## config.mk

```make
export PLATFORM = sky130hd
export DESIGN_NAME = uart_rx_cfg_flat
export DESIGN_NICKNAME = d
export VERILOG_FILES = /design/src/rtl/uart_pkg.sv /design/src/rtl/uart_rx_cfg_if.sv /design/src/rtl/uart_bit_sync.sv /design/src/rtl/uart_rx_cfg.sv /design/src/flat_wrapper.sv
export SDC_FILE = /design/constraint.sdc
export NUM_CORES = 1
export LEC_CHECK = 0
export ABC_AREA = 1
export BUFFER_PORTS_ARGS = -buffer_cell sky130_fd_sc_hd__buf_4
export CORE_MARGIN = 2
export CORE_UTILIZATION = 30
export DETAILED_ROUTE_END_ITERATION = 10
export PLACE_DENSITY = 0.45
export SYNTH_ARGS = -nofsm -noshare
export SYNTH_HDL_FRONTEND = slang
export SYNTH_SLANG_ARGS = --single-unit
```

## constraint.sdc

```tcl
create_clock -name i_clk -period 2.5 [get_ports i_clk]
set_input_delay 0.25 -clock i_clk [delete_from_list [all_inputs] [get_ports i_clk]]
set_output_delay 0.25 -clock i_clk [all_outputs]
set_load 0.05 [all_outputs]
```

## src/rtl/uart_pkg.sv

```systemverilog
// ----------------------------------------------------------------------------
// uart_pkg
// Shared definitions for the UART blocks:
//   - PARITY_NONE / PARITY_EVEN / PARITY_ODD : parity mode selectors
//   - state_t                                 : receiver FSM encoding (3-bit)
//   - clog2()                                 : ceiling log2, minimum result 1
// ----------------------------------------------------------------------------
package uart_pkg;

    localparam int PARITY_NONE = 0;
    localparam int PARITY_EVEN = 1;
    localparam int PARITY_ODD  = 2;

    typedef enum logic [2:0] {
        IDLE   = 3'd0,
        START  = 3'd1,
        DATA   = 3'd2,
        PARITY = 3'd3,
        STOP   = 3'd4
    } state_t;

    // Counter width helper; never returns 0 so a 1-value counter still has a bit.
    function automatic int clog2(input int value);
        int r;
        r = 1;
        for (int i = 1; i < 31; i++) begin
            if ((1 << i) < value) r = i + 1;
        end
        return r;
    endfunction

endpackage

```

## src/rtl/uart_rx_cfg_if.sv

```systemverilog
// ----------------------------------------------------------------------------
// uart_rx_cfg_if
// Receive-side word interface between uart_rx_cfg and its consumer.
//   o_data       : last received word (LSB = first bit on the line)
//   o_done_data  : one-cycle strobe, o_data and flags valid this cycle
//   o_parity_err : parity mismatch of the flagged frame
//   o_frame_err  : a stop bit was sampled low
//   o_busy       : receiver FSM not in IDLE
//   o_state      : receiver FSM state, for observation only
// Handshake: o_done_data is a valid-only strobe with no ready/back-pressure;
// the consumer must take the word in the cycle the strobe is high. o_data and
// the flags hold their value until the next strobe.
// modport master = receiver (drives), modport slave = consumer (reads).
// ----------------------------------------------------------------------------
interface uart_rx_cfg_if
    import uart_pkg::*;
#(
    parameter int NB_DATA = 8
);
    logic [NB_DATA-1:0] o_data;
    logic               o_done_data;
    logic               o_parity_err;
    logic               o_frame_err;
    logic               o_busy;
    state_t             o_state;

    modport master (
        output o_data, o_done_data, o_parity_err, o_frame_err, o_busy, o_state
    );

    modport slave (
        input  o_data, o_done_data, o_parity_err, o_frame_err, o_busy, o_state
    );
endinterface

```

## src/rtl/uart_bit_sync.sv

```systemverilog
// ----------------------------------------------------------------------------
// uart_bit_sync
// NB_SYNC-deep synchronizer for an asynchronous serial line. Resets to 1 so
// an idle-high line never looks like a start bit while leaving reset.
//   i_clk : clock
//   i_rst : asynchronous active-low reset
//   i_bit : asynchronous input
//   o_sb  : synchronized bit, NB_SYNC clocks of latency
// ----------------------------------------------------------------------------
module uart_bit_sync #(
    parameter int NB_SYNC = 2
) (
    input  logic i_clk,
    input  logic i_rst,
    input  logic i_bit,
    output logic o_sb
);
    logic [NB_SYNC-1:0] r_sync;

    always_ff @(posedge i_clk or negedge i_rst) begin
        if (!i_rst) r_sync <= '1;
        else        r_sync <= {r_sync[NB_SYNC-2:0], i_bit};
    end

    assign o_sb = r_sync[NB_SYNC-1];
endmodule

```

## src/rtl/uart_rx_cfg.sv

```systemverilog
// ----------------------------------------------------------------------------
// uart_rx_cfg
// Parametrised UART receiver: NB_DATA data bits, optional even/odd parity,
// NB_STOP stop bits, oversampled by NB_TICK ticks per bit.
//   i_clk  : clock          i_rst  : asynchronous active-low reset
//   i_bit  : serial line (idles high, asynchronous)
//   i_tick : one-cycle enable at NB_TICK x baud
//   rx     : uart_rx_cfg_if master (word, done strobe, error flags, busy, state)
// ----------------------------------------------------------------------------
module uart_rx_cfg
    import uart_pkg::*;
#(
    parameter int NB_DATA     = 8,
    parameter int NB_TICK     = 16,
    parameter int NB_STOP     = 1,
    parameter int PARITY_MODE = 0,
    parameter int NB_SYNC     = 2
) (
    input  logic          i_clk,
    input  logic          i_rst,
    input  logic          i_bit,
    input  logic          i_tick,
    uart_rx_cfg_if.master rx
);
    localparam int TCNT_W = clog2(NB_TICK);
    localparam int BCNT_W = clog2(NB_DATA);
    localparam logic [TCNT_W-1:0] HALF_TICK = TCNT_W'(NB_TICK / 2 - 1);
    localparam logic [TCNT_W-1:0] LAST_TICK = TCNT_W'(NB_TICK - 1);
    localparam logic [BCNT_W-1:0] LAST_BIT  = BCNT_W'(NB_DATA - 1);
    localparam logic              LAST_STOP = 1'(NB_STOP - 1);
    localparam logic              HAS_PAR   = (PARITY_MODE != PARITY_NONE);
    localparam logic              ODD_PAR   = (PARITY_MODE == PARITY_ODD);

    logic w_sb;

    uart_bit_sync #(.NB_SYNC(NB_SYNC)) u_sync (
        .i_clk (i_clk),
        .i_rst (i_rst),
        .i_bit (i_bit),
        .o_sb  (w_sb)
    );

    state_t              r_state, w_next;
    logic [TCNT_W-1:0]   r_tcnt;
    logic [BCNT_W-1:0]   r_bcnt;
    logic                r_scnt;
    logic [NB_DATA-1:0]  r_shreg;
    logic                r_par;
    logic                r_perr;
    logic                r_ferr;
    logic [NB_DATA-1:0]  r_data;
    logic                r_done;
    logic                r_perr_o;
    logic                r_ferr_o;

    // Bit-centre strobes: mid start bit is half a period in, every later
    // sample is a full period after the previous one.
    logic w_mid_start, w_sample, w_state_chg;
    assign w_mid_start = i_tick && (r_tcnt == HALF_TICK);
    assign w_sample    = i_tick && (r_tcnt == LAST_TICK);
    assign w_state_chg = (w_next != r_state);

    // State register
    always_ff @(posedge i_clk or negedge i_rst) begin
        if (!i_rst) r_state <= IDLE;
        else        r_state <= w_next;
    end

    // Next-state logic
    always_comb begin
        w_next = r_state;
        case (r_state)
            IDLE:    if (!w_sb) w_next = START;
            // A high line at mid start bit is a glitch, not a frame.
            START:   if (w_mid_start) w_next = w_sb ? IDLE : DATA;
            DATA:    if (w_sample && (r_bcnt == LAST_BIT)) w_next = HAS_PAR ? PARITY : STOP;
            PARITY:  if (w_sample) w_next = STOP;
            STOP:    if (w_sample && (r_scnt == LAST_STOP)) w_next = IDLE;
            default: w_next = IDLE;
        endcase
    end

    // Output logic
    always_comb begin
        rx.o_busy       = (r_state != IDLE);
        rx.o_state      = r_state;
        rx.o_data       = r_data;
        rx.o_done_data  = r_done;
        rx.o_parity_err = r_perr_o;
        rx.o_frame_err  = r_ferr_o;
    end

    // Datapath: counters, shift register, parity/frame tracking, held outputs
    always_ff @(posedge i_clk or negedge i_rst) begin
        if (!i_rst) begin
            r_tcnt   <= '0;
            r_bcnt   <= '0;
            r_scnt   <= 1'b0;
            r_shreg  <= '0;
            r_par    <= 1'b0;
            r_perr   <= 1'b0;
            r_ferr   <= 1'b0;
            r_data   <= '0;
            r_done   <= 1'b0;
            r_perr_o <= 1'b0;
            r_ferr_o <= 1'b0;
        end else begin
            r_done <= 1'b0;

            // A tick coinciding with a transition is absorbed by the restart.
            if (w_state_chg)                   r_tcnt <= '0;
            else if (r_state != IDLE && i_tick) r_tcnt <= w_sample ? '0 : r_tcnt + 1'b1;

            if (w_state_chg)                   r_bcnt <= '0;
            else if (r_state == DATA && w_sample) r_bcnt <= r_bcnt + 1'b1;

            if (w_state_chg)                   r_scnt <= 1'b0;
            else if (r_state == STOP && w_sample) r_scnt <= r_scnt + 1'b1;

            case (r_state)
                IDLE: begin
                    r_par  <= 1'b0;
                    r_perr <= 1'b0;
                    r_ferr <= 1'b0;
                end
                DATA: if (w_sample) begin
                    r_shreg <= {w_sb, r_shreg[NB_DATA-1:1]};
                    r_par   <= r_par ^ w_sb;
                end
                PARITY: if (w_sample) r_perr <= ((r_par ^ w_sb) != ODD_PAR);
                STOP: if (w_sample) begin
                    if (!w_sb) r_ferr <= 1'b1;
                    if (r_scnt == LAST_STOP) begin
                        r_data   <= r_shreg;
                        r_perr_o <= HAS_PAR & r_perr;
                        r_ferr_o <= r_ferr | ~w_sb;
                        r_done   <= 1'b1;
                    end
                end
                default: ;
            endcase
        end
    end
endmodule

```

## src/flat_wrapper.sv

```systemverilog
// flat-port wrapper written by rule: the top's interface ports become plain ports
module uart_rx_cfg_flat import uart_pkg::*;
#(
    parameter int NB_DATA     = 8,
    parameter int NB_TICK     = 16,
    parameter int NB_STOP     = 1,
    parameter int PARITY_MODE = 0,
    parameter int NB_SYNC     = 2
)
  (i_clk, i_rst, i_bit, i_tick, rx_o_data, rx_o_done_data, rx_o_parity_err, rx_o_frame_err, rx_o_busy, rx_o_state);
  uart_rx_cfg_if #(.NB_DATA(NB_DATA)) rx_i ();
  input  logic i_clk;
  input  logic i_rst;
  input  logic i_bit;
  input  logic i_tick;
  output wire logic [$bits(rx_i.o_data)-1:0] rx_o_data;
  output wire logic [$bits(rx_i.o_done_data)-1:0] rx_o_done_data;
  output wire logic [$bits(rx_i.o_parity_err)-1:0] rx_o_parity_err;
  output wire logic [$bits(rx_i.o_frame_err)-1:0] rx_o_frame_err;
  output wire logic [$bits(rx_i.o_busy)-1:0] rx_o_busy;
  output wire logic [$bits(rx_i.o_state)-1:0] rx_o_state;
  assign rx_o_data = rx_i.o_data;
  assign rx_o_done_data = rx_i.o_done_data;
  assign rx_o_parity_err = rx_i.o_parity_err;
  assign rx_o_frame_err = rx_i.o_frame_err;
  assign rx_o_busy = rx_i.o_busy;
  assign rx_o_state = rx_i.o_state;
  uart_rx_cfg #(.NB_DATA(NB_DATA), .NB_TICK(NB_TICK), .NB_STOP(NB_STOP), .PARITY_MODE(PARITY_MODE), .NB_SYNC(NB_SYNC)) u_core (.i_clk(i_clk), .i_rst(i_rst), .i_bit(i_bit), .i_tick(i_tick), .rx(rx_i));
endmodule
```

==> results of run 1 <==
## what timing repair did
item,CTS,global route
hold buffers,1,0
setup endpoints to repair,0,0
hold endpoints to repair,30,0
gates resized for setup,0,0
## registers in the layout, indices dropped and copies added (netlist names)
name                   cells
u_core.rx.o_state          3
u_core.rx.o_data           8
u_core.r_shreg             8
u_core.u_sync.r_sync       2
u_core.rx.o_done_data      1
u_core.rx.o_frame_err      1
u_core.r_bcnt              3
u_core.r_tcnt              4
u_core.r_ferr              1
u_core.r_scnt              1
## synthesized netlist by cell type
cell	number
a21oi_1	10
a21oi_2	1
a31oi_4	1
buf_2	1
buf_4	2
buf_6	1
conb_1	1
dfrtp_1	30
dfstp_2	2
ha_1	3
inv_1	18
inv_2	1
nand2_1	34
nand2_2	2
nand2_4	1
nand3_1	9
nand3_2	1
nand3b_1	1
nand4_1	3
nor2_1	14
nor2_2	2
nor2_8	1
nor3_1	8
nor3_2	2
o211ai_1	1
o21ai_0	4
o21ai_1	7
xor2_1	1
## logic make-up (layout without fill, tap and decap cells)
group | Yosys count | in the layout | synth area share
compound gates | 24 | 24 | 0.0966
buf+inv | 23 | 46 | 0.0695
simple gates | 78 | 78 | 0.256
xor+xnor | 1 | 1 | 0.00593
fa+ha+maj | 3 | 3 | 0.0254
flops | 32 | 32 | 0.544
other cells | 1 | 1 | 0.00254
## layer usage
metal	share of wire	GRT usage
met1	0.47	0.137
met2	0.48	0.186
met3	0.031	0.0285
met4	0.022	0.0687
met5	0	0
## worst paths after layout
kind,startpoint,endpoint,slack [ns]
max in group asynchronous,i_rst,u_core.u_sync.r_sync[0]$_DFF_PN1_,1.72
worst min register to register,u_core.u_sync.r_sync[0]$_DFF_PN1_,u_core.u_sync.r_sync[1]$_DFF_PN1_,0.36
min in group asynchronous,i_rst,u_core.r_ferr$_DFFE_PN0P_,0.45
worst min-delay path,i_bit,u_core.u_sync.r_sync[0]$_DFF_PN1_,0.08
worst max-delay path,u_core.r_tcnt[0]$_DFFE_PN0P_,u_core.r_tcnt[3]$_DFFE_PN0P_,0.79
worst max register to register,u_core.r_tcnt[0]$_DFFE_PN0P_,u_core.r_tcnt[3]$_DFFE_PN0P_,0.79
## power breakdown
part | total [mW] | leakage [nW] | switching (mW) | internal (mW)
combinational | 0.373 | 0.404 | 0.266 | 0.107
sequential | 0.607 | 0.418 | 0.0489 | 0.558
clock | 0.428 | 0.0515 | 0.177 | 0.251
## worst reg2reg max path: stages (launching register included)
cell     delay, ns
dfrtp_1       0.41
ha_1          0.28
nand4_1       0.20
nand2_1       0.15
nand2_1       0.07
a21oi_2       0.35
nor3_1        0.12
## metrics by stage
step	power, mW	hold WS [ns]	std cells
finish	1.41	0.0806	252
global route	1.50	0.0700	252
CTS	1.43	0.0682	252
detailed placement	0.990	0.219	243
global placement	0.977	0.210	243
floorplan	0.883	-0.0456	162
## layout make-up
| cell class | count | area [sq um] | share of cell area |
|---|---|---|---|
| clock buffer | 8 | 100 | 0.0564 |
| inverter | 19 | 71.3 | 0.0402 |
| multi-input combinational | 107 | 571 | 0.322 |
| sequential | 32 | 803 | 0.453 |
| tap | 67 | 83.8 | 0.0472 |
| timing repair buffer | 19 | 145 | 0.0818 |
==> results by group, run 1 <==
Outcome
  – Status: complete, no violations

Logic synthesis
  – Synth cell types: 28
  – Sequential area share after synthesis: 0.544
  – Synth top area cells: dfrtp_1 (51%), nand2_1 (8.6%), inv_1 (4.6%)
  – Post-Syn Area: 0.00148 sq mm
  – Yosys Warn Count: 0
  – Avg Cell Area, Syn: 9.11 sq um
  – Mapped Nets: 169
  – Yosys top cell by area: dfrtp_1
  – Synth top area share: 0.508
  – FF+latch count, synth: 32
  – Cells after Synth: 162

Floorplanning
  – I/O Pins: 19
  – DIE AREA: 0.00550 sq mm
  – Core box area: 0.00472 sq mm
  – Die Ht: 74.2 microns
  – Die width: 74.2 microns
  – Cell row count: 25
  – Starting density of the core: 0.313

Global routing
  – Largest net degree at the start of global routing: 33
  – First-pass GRT wire length: 4.72 mm
  – Initial antenna violation count: 0
  – Total grt overflow: 0
  – Number of global-route vias before repair: 1047
  – GRT Total Usage: 0.114

Clocking
  – Clock root buffer: clkbuf_8
  – Longest Clk Path Bufs: 2
  – Clock sinks: 32
  – CTS Buf Count: 5
  – Worst-Skew Late Latency: 0.28 ns
  – CTS tree: built
  – Max H-tree Level: 2
  – Post-CTS setup buffers: 0
  – Clk slew on worst S/H paths: 0.07 ns

STA
  – Fin crit period: 1.71 ns
  – Final Max Slew Viols: 0
  – Setup TNS Final: 0 ns
  – Max Freq: 584 MHz
  – Final worst slack: 0.788 ns
  – Final Skew: 0.00801 ns
  – RSZ-0062 raised after global routing: no
  – Fin. Hold Viols: 0
  – Final period util: 0.685
  – Endpoints failing setup: 0

Drt
  – Pre-Repair DR Iteration Count: 4
  – Antenna Nets Post-Route: 0
  – Via count: 1109
  – DRT iter0 DRCs: 39
  – Average wire per standard cell: 10.9 microns
  – Via-to-Cell Ratio: 4.40
  – WL final: 2.76 mm
  – DRC Markers: 0

Placed design
  – Post-Place Cell Area: 0.00166 sq mm
  – Port bufs: 17
  – Pre-CTS setup slack: 0.813 ns
  – Detailed Place HPWL: 1.94 mm
  – Gpl congestion: 0.839

Power and ir drop
  – Power per cell area: 794 mW/mm^2
  – VDD IR max: 305 uV
  – Lkg Pwr: 0.873 nW

Cells and area
  – N_diodes: 0
  – Core Util, Final: 0.376
  – Fin nets: 191
  – Share of post-route cells with drive strength above 1: 0.211
  – Design Area, Final: 0.00177 sq mm
  – Synthesis-to-layout area growth: 20.2%
  – Leading cell type in the layout, fill and taps excluded: nand2_1
  – Filler instances: 485
  – Most frequent cells in the layout: nand2_1 (34), dfrtp_1 (30), inv_1 (18), buf_4 (18), nor2_1 (14)

Setup path
  – Crit path max-delay cell type: dfrtp_1
  – CP required: 2.64 ns
  – Levels on crit path: 6
  – Worst path cell trace: ha_1 > nand4_1 > nand2_1 > nand2_1 > a21oi_2 > nor3_1
  – Cells on worst reg2reg path: 6
  – CP endpoint kind: register
  – Slowest Stage Delay on Critical Path: 0.41 ns
  – Crit path top cell by count: nand2_1
  – Kind of critical path: register to register
  – Crit-path max FO: 8
  – CP top delay family: simple AND/OR/NAND/NOR gates
  – Worst Setup Start Kind: register
  – Sum of buffers and inverters on the critical path: 0
  – CP Data Arrival Time: 1.85 ns

Hold path
  – Min-delay worst type: primary input to register
  – Worst hold stages: 1

Flow run
  – Maxcap violations: 0
(Power assumes the default switching activity.)
==> run 2: changes to the inputs <==
--- a/config.mk
+++ b/config.mk
@@ -5,12 +5,12 @@
 export SDC_FILE = /design/constraint.sdc
 export NUM_CORES = 1
 export LEC_CHECK = 0
-export ABC_AREA = 1
+export ABC_AREA = 0
 export BUFFER_PORTS_ARGS = -buffer_cell sky130_fd_sc_hd__buf_4
 export CORE_MARGIN = 2
 export CORE_UTILIZATION = 30
 export DETAILED_ROUTE_END_ITERATION = 10
-export PLACE_DENSITY = 0.45
+export PLACE_DENSITY = 0.47
 export SYNTH_ARGS = -nofsm -noshare
 export SYNTH_HDL_FRONTEND = slang
 export SYNTH_SLANG_ARGS = --single-unit
==> constraint.sdc (replaced) <==
create_clock -name i_clk -period 1.4 [get_ports i_clk]
set_input_delay 0.14 -clock i_clk [delete_from_list [all_inputs] [get_ports i_clk]]
set_output_delay 0.14 -clock i_clk [all_outputs]
set_load 0.05 [all_outputs]
==> run 2 against run 1 <==
Against the previous run: the run now ends with negative setup slack left; highest routed layer unchanged; flip-flop and latch count is the same; combinational power grew to 3.7 times the previous value; critical path type unchanged; critical path depth shrank 2; core utilization grew 11 points; cell count shrank 9.5%; clock power grew 100%; sequential power grew 88%; clock skew grew 0.0023 ns; sequential share of layout area shrank 9.7 points; clock-buffer cell count shrank 2; largest cell class unchanged; fmax grew 4.5%; synthesized cell count shrank 28%; largest power group is now combinational cells.
==> results by group, run 2 <==
Outcome
  – Status: complete, but fails checks (was complete, no violations)
  – Failing checks: negative setup slack

Placed design
  – Post-Place Cell Area: 0.00183 sq mm (was 0.00166 sq mm)
  – Gpl congestion: 0.850 (was 0.839)
  – Port bufs: 17 (unchanged)
  – Pre-CTS setup slack: -0.379 ns (was 0.813 ns)
  – Detailed Place HPWL: 2.19 mm (was 1.94 mm)

Global routing
  – Largest net degree at the start of global routing: 33 (unchanged)
  – Total grt overflow: 0 (unchanged)
  – Number of global-route vias before repair: 1180 (was 1047)
  – Initial antenna violation count: 0 (unchanged)
  – GRT Total Usage: 0.144 (was 0.114)
  – First-pass GRT wire length: 5.68 mm (was 4.72 mm)

STA
  – Final Max Slew Viols: 0 (unchanged)
  – Fin crit period: 1.64 ns (was 1.71 ns)
  – Max Freq: 610 MHz (was 584 MHz)
  – Endpoints failing setup: 28 (was 0)
  – Setup TNS Final: -5.08 ns (was 0 ns)
  – Final worst slack: -0.239 ns (was 0.788 ns)
  – Fin. Hold Viols: 0 (unchanged)
  – Final Skew: 0.0103 ns (was 0.00801 ns)
  – Final period util: 1.17 (was 0.685)
  – RSZ-0062 raised after global routing: yes (was no)

Power and ir drop
  – VDD IR max: 703 uV (was 305 uV)
  – Internal Power: 2.27 mW (was 0.916 mW)
  – Lkg Pwr: 1.09 nW (was 0.873 nW)
  – Switching share of power: 0.329 (was 0.349)
  – Clk pwr share: 0.256 (was 0.304)
  – Power share of the sequential group: 0.337 (was 0.431)
  – Sw power: 1.11 mW (was 0.492 mW)
  – Logic pwr share: 0.407 (was 0.265)
  – Power per cell area: 1490 mW/mm^2 (was 794 mW/mm^2)

Setup path
  – Crit path launch: u_core.r_tcnt[0]$_DFFE_PN0P_ (unchanged)
  – Crit path max-delay cell type: or4_4 (was dfrtp_1)
  – Reg-to-reg setup timing slack: -0.24 ns (was 0.79 ns)
  – CP Data Arrival Time: 1.80 ns (was 1.85 ns)
  – Cells on worst reg2reg path: 4 (was 6)
  – CP top delay family: simple AND/OR/NAND/NOR gates (unchanged)
  – Reg-to-reg endpoint: u_core.r_shreg[1]$_DFFE_PN0P_ (was u_core.r_tcnt[3]$_DFFE_PN0P_)
  – CP endpoint kind: register (unchanged)
  – Levels on crit path: 4 (was 6)
  – Slowest Stage Delay on Critical Path: 0.53 ns (was 0.41 ns)
  – Sum of buffers and inverters on the critical path: 0 (unchanged)
  – CP required: 1.56 ns (was 2.64 ns)
  – Worst path cell trace: ha_4 > nand4_4 > or4_4 > mux2_4 (was ha_1 > nand4_1 > nand2_1 > nand2_1 > a21oi_2 > nor3_1)
  – Reg-to-Reg Start: u_core.r_tcnt[0]$_DFFE_PN0P_ (unchanged)
  – Crit-path max FO: 6 (was 8)
  – Worst Setup Start Kind: register (unchanged)
  – End of the critical path: u_core.r_shreg[1]$_DFFE_PN0P_ (was u_core.r_tcnt[3]$_DFFE_PN0P_)
  – Kind of critical path: register to register (unchanged)

Logic synthesis
  – Mapped Nets: 123 (was 169)
  – EDFF count, synth: 0 (unchanged)
  – FFs w/ async S/R, synth: 1.00 (unchanged)
  – Avg Cell Area, Syn: 12.5 sq um (was 9.11 sq um)
  – Sequential area share after synthesis: 0.554 (was 0.544)
  – FF+latch count, synth: 32 (unchanged)
  – Post-synth top cells: dfrtp_1 (30), nor2_1 (10), mux2_2 (9) (was nand2_1 (34), dfrtp_1 (30), inv_1 (18))
  – Yosys Warn Count: 0 (unchanged)
  – Synth cell types: 38 (was 28)
  – Synth top area share: 0.518 (was 0.508)
  – Post-Syn Area: 0.00145 sq mm (was 0.00148 sq mm)
  – Cells after Synth: 116 (was 162)
  – Synth Flop Type: dfrtp_1 (unchanged)
  – Yosys top cell by area: dfrtp_1 (unchanged)
  – Synth top area cells: dfrtp_1 (52%), mux2_4 (7.2%), mux2_2 (7.0%) (was dfrtp_1 (51%), nand2_1 (8.6%), inv_1 (4.6%))
  – Cell with the most instances after synthesis: dfrtp_1 (was nand2_1)

Drt
  – Average wire per standard cell: 15.8 microns (was 10.9 microns)
  – DRC Markers: 0 (unchanged)
  – Via-to-Cell Ratio: 4.83 (was 4.40)
  – Pre-Repair DR Iteration Count: 4 (unchanged)
  – DRT iter0 DRCs: 11 (was 39)
  – Antenna Nets Post-Route: 0 (unchanged)
  – WL final: 3.60 mm (was 2.76 mm)
  – Via count: 1101 (was 1109)

Cells and area
  – N_diodes: 0 (unchanged)
  – Leading cell type in the layout, fill and taps excluded: buf_4 (was nand2_1)
  – Most frequent cells in the layout: buf_4 (38), dfrtp_1 (27), mux2_4 (15), buf_6 (14), nor2_1 (6) (was nand2_1 (34), dfrtp_1 (30), inv_1 (18), buf_4 (18), nor2_1 (14))
  – Share of post-route cells with drive strength above 1: 0.638 (was 0.211)
  – Fin nets: 180 (was 191)
  – Design Area, Final: 0.00227 sq mm (was 0.00177 sq mm)
  – Filler instances: 424 (was 485)
  – Synthesis-to-layout area growth: 56.4% (was 20.2%)

Hold path
  – Min-delay worst type: primary input to asynchronous set/reset pin (was primary input to register)

Clocking
  – Longest Clk Path Bufs: 2 (unchanged)
  – Clock sinks: 32 (unchanged)
  – Max H-tree Level: 2 (unchanged)
  – Worst-Skew Late Latency: 0.29 ns (was 0.28 ns)
  – Clk slew on worst S/H paths: 0.07 ns (about the same)
  – CTS Buf Count: 5 (unchanged)
  – Clock root buffer: clkbuf_8 (unchanged)
  – CTS tree: built (unchanged)

Flow run
  – Maxcap violations: 0 (unchanged)

Floorplanning
  – Starting density of the core: 0.309 (was 0.313)
  – Cell row count: 25 (unchanged)
  – I/O Pins: 19 (unchanged)
  – Core box area: 0.00469 sq mm (was 0.00472 sq mm)
  – DIE AREA: 0.00541 sq mm (was 0.00550 sq mm)
  – Die width: 73.5 microns (was 74.2 microns)
  – Die Ht: 73.5 microns (was 74.2 microns)
## run 2: changes by cell type after synthesis, sizes merged, moves of 3 or more
cell	before	now
o21ai	11	2
a21oi	11	5
nand2	37	6
mux2	0	16
nor2	17	10
nor2b	0	3
nand3	10	3
nor3	10	2
inv	19	3
## run 2: through the flow
stage                     utilization  cells  hold slack [ns]  power [mW]
after global placement          0.391    206            0.102        2.03
final                           0.483    228            0.330        3.38
after CTS                       0.455    223            0.292        3.16
after detailed placement        0.391    206            0.110        2.07
after global routing            0.483    228            0.339        3.54
after floorplan                     -    116           -0.156        1.71
## run 2: worst min-delay path by stage
stage	to	cells past startpoint
after floorplan	u_core.r_bcnt[0]$_DFFE_PN0P_	0
after global placement	u_core.rx.o_frame_err$_DFFE_PN0P_	1
after detailed placement	u_core.rx.o_frame_err$_DFFE_PN0P_	1
after CTS	u_core.r_tcnt[0]$_DFFE_PN0P_	5
after global routing	u_core.r_tcnt[1]$_DFFE_PN0P_	4
final	u_core.r_ferr$_DFFE_PN0P_	2
## run 2: final cells by class
type / count / area [sq um] / share of cell area
inverter: 3 / 11.3 / 0.00496
clock inverter: 2 / 35.0 / 0.0154
clock buffer: 6 / 72.6 / 0.0320
tap: 54 / 67.6 / 0.0298
timing repair buffer: 55 / 478 / 0.211
sequential: 32 / 807 / 0.356
multi-input combinational: 76 / 797 / 0.351
## run 2: power groups by stage
stage / Combinational, mW / Clock [mW] / Sequential [mW]
final: 1.37 / 0.865 / 1.14
after global routing: 1.47 / 0.929 / 1.14
after CTS: 1.14 / 0.886 / 1.14
after detailed placement: 0.917 / 0 / 1.15
after global placement: 0.886 / 0 / 1.14
after floorplan: 0.514 / 0 / 1.20
## run 2: cell families (layout without fill, tap and decap cells)
group | after synthesis | after routing | synth area share
adder cells (fa/ha/maj) | 3 | 3 | 0.0259
XOR/XNOR | 2 | 2 | 0.0121
flip-flops | 32 | 32 | 0.554
buffers and inverters | 10 | 66 | 0.0423
other | 1 | 1 | 0.00259
AND/OR/NAND/NOR | 35 | 37 | 0.132
multiplexers | 18 | 18 | 0.156
AO/OA/AOI/OAI | 15 | 15 | 0.0751
## run 2: what timing repair did
item / 4_1_cts / 5_1_grt
gates cloned: 2 / 0
resized for setup: 29 / 22
pin swaps: 10 / 4
endpoints found under the setup margin: 30 / 30
hold buffers: 2 / 0
buffers inserted: 6 / 5
hold endpoints to repair: 31 / 0
## run 2: layer usage
metal / vias up / global-route usage / share of wire
met3: 4 / 0.0453 / 0.028
met5: - / 0 / 0
met2: 15 / 0.244 / 0.53
met1: 554 / 0.166 / 0.43
li1: 528 / - / -
met4: 0 / 0.0646 / 0.011
==> run 3: changes to the inputs <==
--- a/config.mk
+++ b/config.mk
@@ -13,4 +13,5 @@
 export PLACE_DENSITY = 0.47
 export SYNTH_ARGS = -nofsm -noshare
 export SYNTH_HDL_FRONTEND = slang
+export SYNTH_HIERARCHICAL = 1
 export SYNTH_SLANG_ARGS = --single-unit
==> run 3 against run 2 <==
Against the previous run: the flow still finishes with violations (negative setup slack); flip-flop and latch count unchanged; largest cell class unchanged; synthesized cell count up 1.7%; area after synthesis increased by 2.8%; design area is 4.1% lower.
==> results by group, run 3 <==
Outcome
  – Status: complete, but fails checks (unchanged)
  – Failing checks: negative setup slack (unchanged)

Power and ir drop
  – Lkg Pwr: 1.06 nW (was 1.09 nW)
  – VDD IR max: 880 uV (was 703 uV)
  – Power per cell area: 1430 mW/mm^2 (was 1490 mW/mm^2)

Placed design
  – Gpl congestion: 0.790 (was 0.850)
  – Detailed Place HPWL: 1.96 mm (was 2.19 mm)
  – Port bufs: 17 (unchanged)
  – Dpl cells: 216 (was 206)

Drt
  – Pre-Repair DR Iteration Count: 4 (unchanged)
  – WL final: 3.30 mm (was 3.60 mm)
  – Average wire per standard cell: 14.1 microns (was 15.8 microns)
  – Met3 wire len: 113 microns (was 101 microns)
  – Antenna Nets Post-Route: 0 (unchanged)
  – M1 WL: 1.49 mm (was 1.55 mm)
  – Via-to-Cell Ratio: 4.66 (was 4.83)
  – Max Used Layer: met4 (unchanged)
  – Routed length on met2: 1.67 mm (was 1.91 mm)
  – Via count: 1091 (was 1101)
  – DRT iter0 DRCs: 52 (was 11)
  – DRC Markers: 0 (unchanged)

STA
  – Max Freq: 629 MHz (was 610 MHz)
  – Final Skew: 0.00620 ns (was 0.0103 ns)
  – Final period util: 1.14 (was 1.17)
  – RSZ-0062 raised after global routing: yes (unchanged)
  – Final worst slack: -0.191 ns (was -0.239 ns)
  – Final Max Slew Viols: 0 (unchanged)
  – Hold WS: 0.335 ns (was 0.330 ns)
  – Fin. Hold Viols: 0 (unchanged)
  – Fin crit period: 1.59 ns (was 1.64 ns)
  – Endpoints failing setup: 26 (was 28)

Cells and area
  – Share of post-route cells with drive strength above 1: 0.599 (was 0.638)
  – Fin nets: 173 (was 180)
  – Multi-input logic area: 774 sq um (was 797 sq um)
  – Core Util, Final: 0.458 (was 0.483)
  – Synthesis-to-layout area growth: 45.9% (was 56.4%)
  – Filler instances: 445 (was 424)
  – N_diodes: 0 (unchanged)
  – Leading cell type in the layout, fill and taps excluded: buf_4 (unchanged)
  – Register area: 807 sq um (unchanged)
  – Most frequent cells in the layout: buf_4 (43), dfrtp_1 (27), mux2_2 (9), mux2_4 (7), clkbuf_8 (5) (was buf_4 (38), dfrtp_1 (27), mux2_4 (15), buf_6 (14), nor2_1 (6))
  – Final Instance Count excl. Fillers: 234 (was 228)

Logic synthesis
  – Synth top area cells: dfrtp_1 (50%), mux2_4 (7.0%), mux2_2 (6.8%) (was dfrtp_1 (52%), mux2_4 (7.2%), mux2_2 (7.0%))
  – Sequential area share after synthesis: 0.539 (was 0.554)
  – Synth Flop Type: dfrtp_1 (unchanged)
  – Cell with the most instances after synthesis: dfrtp_1 (unchanged)
  – Post-Syn Area: 0.00149 sq mm (was 0.00145 sq mm)
  – Yosys Warn Count: 6 (was 0)
  – Synth top area share: 0.503 (was 0.518)
  – Post-synth top cells: dfrtp_1 (30), mux2_2 (9), mux2_4 (7), nor3_1 (7), a21oi_1 (6) (was dfrtp_1 (30), nor2_1 (10), mux2_2 (9))
  – Cells after Synth: 118 (was 116)
  – FFs w/ async S/R, synth: 1.00 (unchanged)
  – Mapped Nets: 125 (was 123)
  – Mux contribution to synthesized area: 0.159 (was 0.156)
  – Synth Area in Compound Gates: 0.0747 (was 0.0751)
  – EDFF count, synth: 0 (unchanged)
  – Synth Area in XOR/XNOR: 0.0176 (was 0.0121)
  – Synth cell types: 43 (was 38)
  – Synth Area in Simple Gates: 0.137 (was 0.132)
  – Yosys top cell by area: dfrtp_1 (unchanged)
  – Main combinational cell family by area after synthesis: multiplexers (unchanged)
  – Avg Cell Area, Syn: 12.6 sq um (was 12.5 sq um)
  – Adder-cell share of the synthesized area: 0.0252 (was 0.0259)
  – FF+latch count, synth: 32 (unchanged)

Floorplanning
  – Die Ht: 74.5 microns (was 73.5 microns)
  – I/O Pins: 19 (unchanged)
  – DIE AREA: 0.00555 sq mm (was 0.00541 sq mm)
  – Die width: 74.5 microns (was 73.5 microns)
  – Starting density of the core: 0.314 (was 0.309)
  – Core box area: 0.00475 sq mm (was 0.00469 sq mm)
  – Cell row count: 25 (unchanged)

Hold path
  – Worst Hold Endpoint: u_core/r_tcnt[2]$_DFFE_PN0P_
  – Min-delay worst type: primary input to register (was primary input to asynchronous set/reset pin)
  – Hold Startpoint: i_tick
  – Worst hold stages: 4

Clocking
  – Max H-tree Level: 2 (unchanged)
  – Clock root buffer: clkbuf_8 (unchanged)
  – Clk slew on worst S/H paths: 0.07 ns (about the same)
  – Clock sinks: 32 (unchanged)
  – Worst-Skew Late Latency: 0.28 ns (was 0.29 ns)
  – CTS tree: built (unchanged)
  – CTS Buf Count: 5 (unchanged)
  – Longest Clk Path Bufs: 2 (unchanged)

Setup path
  – Reg-to-Reg Start: u_core/r_tcnt[3]$_DFFE_PN0P_ (was u_core.r_tcnt[0]$_DFFE_PN0P_)
  – Worst Setup Start Kind: register (unchanged)
  – Cells on worst reg2reg path: 6 (was 4)
  – Crit-path max FO: 8 (was 6)
  – Kind of critical path: register to register (unchanged)
  – Reg-to-reg setup timing slack: -0.19 ns (was -0.24 ns)
  – CP Data Arrival Time: 1.76 ns (was 1.80 ns)
  – Slowest Stage Delay on Critical Path: 0.45 ns (was 0.53 ns)
  – Reg-to-reg endpoint: u_core/r_tcnt[1]$_DFFE_PN0P_ (was u_core.r_shreg[1]$_DFFE_PN0P_)
  – Crit path max-delay cell type: dfrtp_1 (was or4_4)
  – CP required: 1.56 ns (about the same)
  – Worst path cell trace: buf_4 > nor3_4 > a221oi_4 > o22ai_4 > buf_4 > nor3_2 (was ha_4 > nand4_4 > or4_4 > mux2_4)
  – Crit path top cell by count: buf_4
  – CP endpoint kind: register (unchanged)

Global routing
  – First-pass GRT wire length: 5.26 mm (was 5.68 mm)
  – Largest net degree at the start of global routing: 33 (unchanged)
  – Total grt overflow: 0 (unchanged)
  – Initial antenna violation count: 0 (unchanged)
  – Number of global-route vias before repair: 1099 (was 1180)
  – GRT Total Usage: 0.129 (was 0.144)

Flow run
  – Maxcap violations: 0 (unchanged)
-- run 3: cell count changes after synthesis, sizes merged, moves of 2 or more --
cell / delta
nor3: +6
nand3: -2
nor2: -6
nor2b: -2
nand2: -4
o22ai: +2
or4: -2
-- run 3: layout make-up --
class / instances / area share
inverters: 4 / 0.00690
flip-flops and latches: 32 / 0.371
multi-input cells: 74 / 0.356
clock inverters: 2 / 0.0161
clock buffers: 6 / 0.0334
well taps: 67 / 0.0385
repair buffers: 49 / 0.178
-- run 3: how the worst max path moves through the flow --
stage	to	slack [ns]	from
floorplan	u_core/r_shreg[0]$_DFFE_PN0P_	-0.31	u_core/rx.o_state[2]$_DFF_PN0_
global placement	u_core/r_tcnt[3]$_DFFE_PN0P_	-0.34	u_core/r_bcnt[0]$_DFFE_PN0P_
detailed placement	u_core/r_tcnt[3]$_DFFE_PN0P_	-0.46	u_core/r_bcnt[0]$_DFFE_PN0P_
CTS	u_core/r_tcnt[3]$_DFFE_PN0P_	-0.24	u_core/r_bcnt[0]$_DFFE_PN0P_
global route	u_core/r_bcnt[0]$_DFFE_PN0P_	-0.28	u_core/r_tcnt[3]$_DFFE_PN0P_
finish	u_core/r_tcnt[1]$_DFFE_PN0P_	-0.19	u_core/r_tcnt[3]$_DFFE_PN0P_
-- run 3: per-stage QoR --
| stage | setup TNS, ns | cell area [sq um] | power, mW | worst slack [ns] |
|---|---|---|---|---|
| 6_report | -3.55 | 2180 | 3.12 | -0.191 |
| 5_1_grt | -5.30 | 2180 | 3.28 | -0.276 |
| 4_1_cts | -4.13 | 2120 | 3.05 | -0.243 |
| 3_5_place_dp | -6.49 | 1840 | 1.92 | -0.458 |
| 3_3_place_gp | -5.73 | 1840 | 1.90 | -0.345 |
| 2_1_floorplan | -5.47 | 1540 | 1.60 | -0.313 |
-- run 3: critical path, delay by kind of cell (launching register included) --
| family | cells | cell delay, ns |
|---|---|---|
| AOI/OAI and AO/OA | 2 | 0.43 |
| and+or+nand+nor | 2 | 0.22 |
| buffers and inverters | 2 | 0.37 |
| DFF | 1 | 0.45 |
-- run 3: power by group --
| group | switching (mW) | internal [mW] |
|---|---|---|
| logic | 0.561 | 0.584 |
| registers | 0.124 | 1.00 |
| clock network | 0.323 | 0.527 |
-- run 3: timing repair --
item,in CTS,in global routing
gates cloned,1,0
resized for setup,23,9
pin swaps,11,3
setup endpoints to repair,28,27
setup buffers,5,2
endpoints found under the hold margin,31,0
hold buffers,2,0
-- run 3: kinds of logic after synthesis --
| group | Yosys count |
|---|---|
| XOR/XNOR | 3 |
| other | 1 |
| adder cells (fa/ha/maj) | 3 |
| AND/OR/NAND/NOR | 30 |
| flip-flops | 32 |
| multiplexers | 19 |
| buffers and inverters | 13 |
| AO/OA/AOI/OAI | 17 |
-- run 3: per-layer routing --
layer	up-vias	track usage
met2	26	0.206
met4	0	0.0437
li1	516	-
met3	6	0.0407
met1	543	0.167
met5	-	0
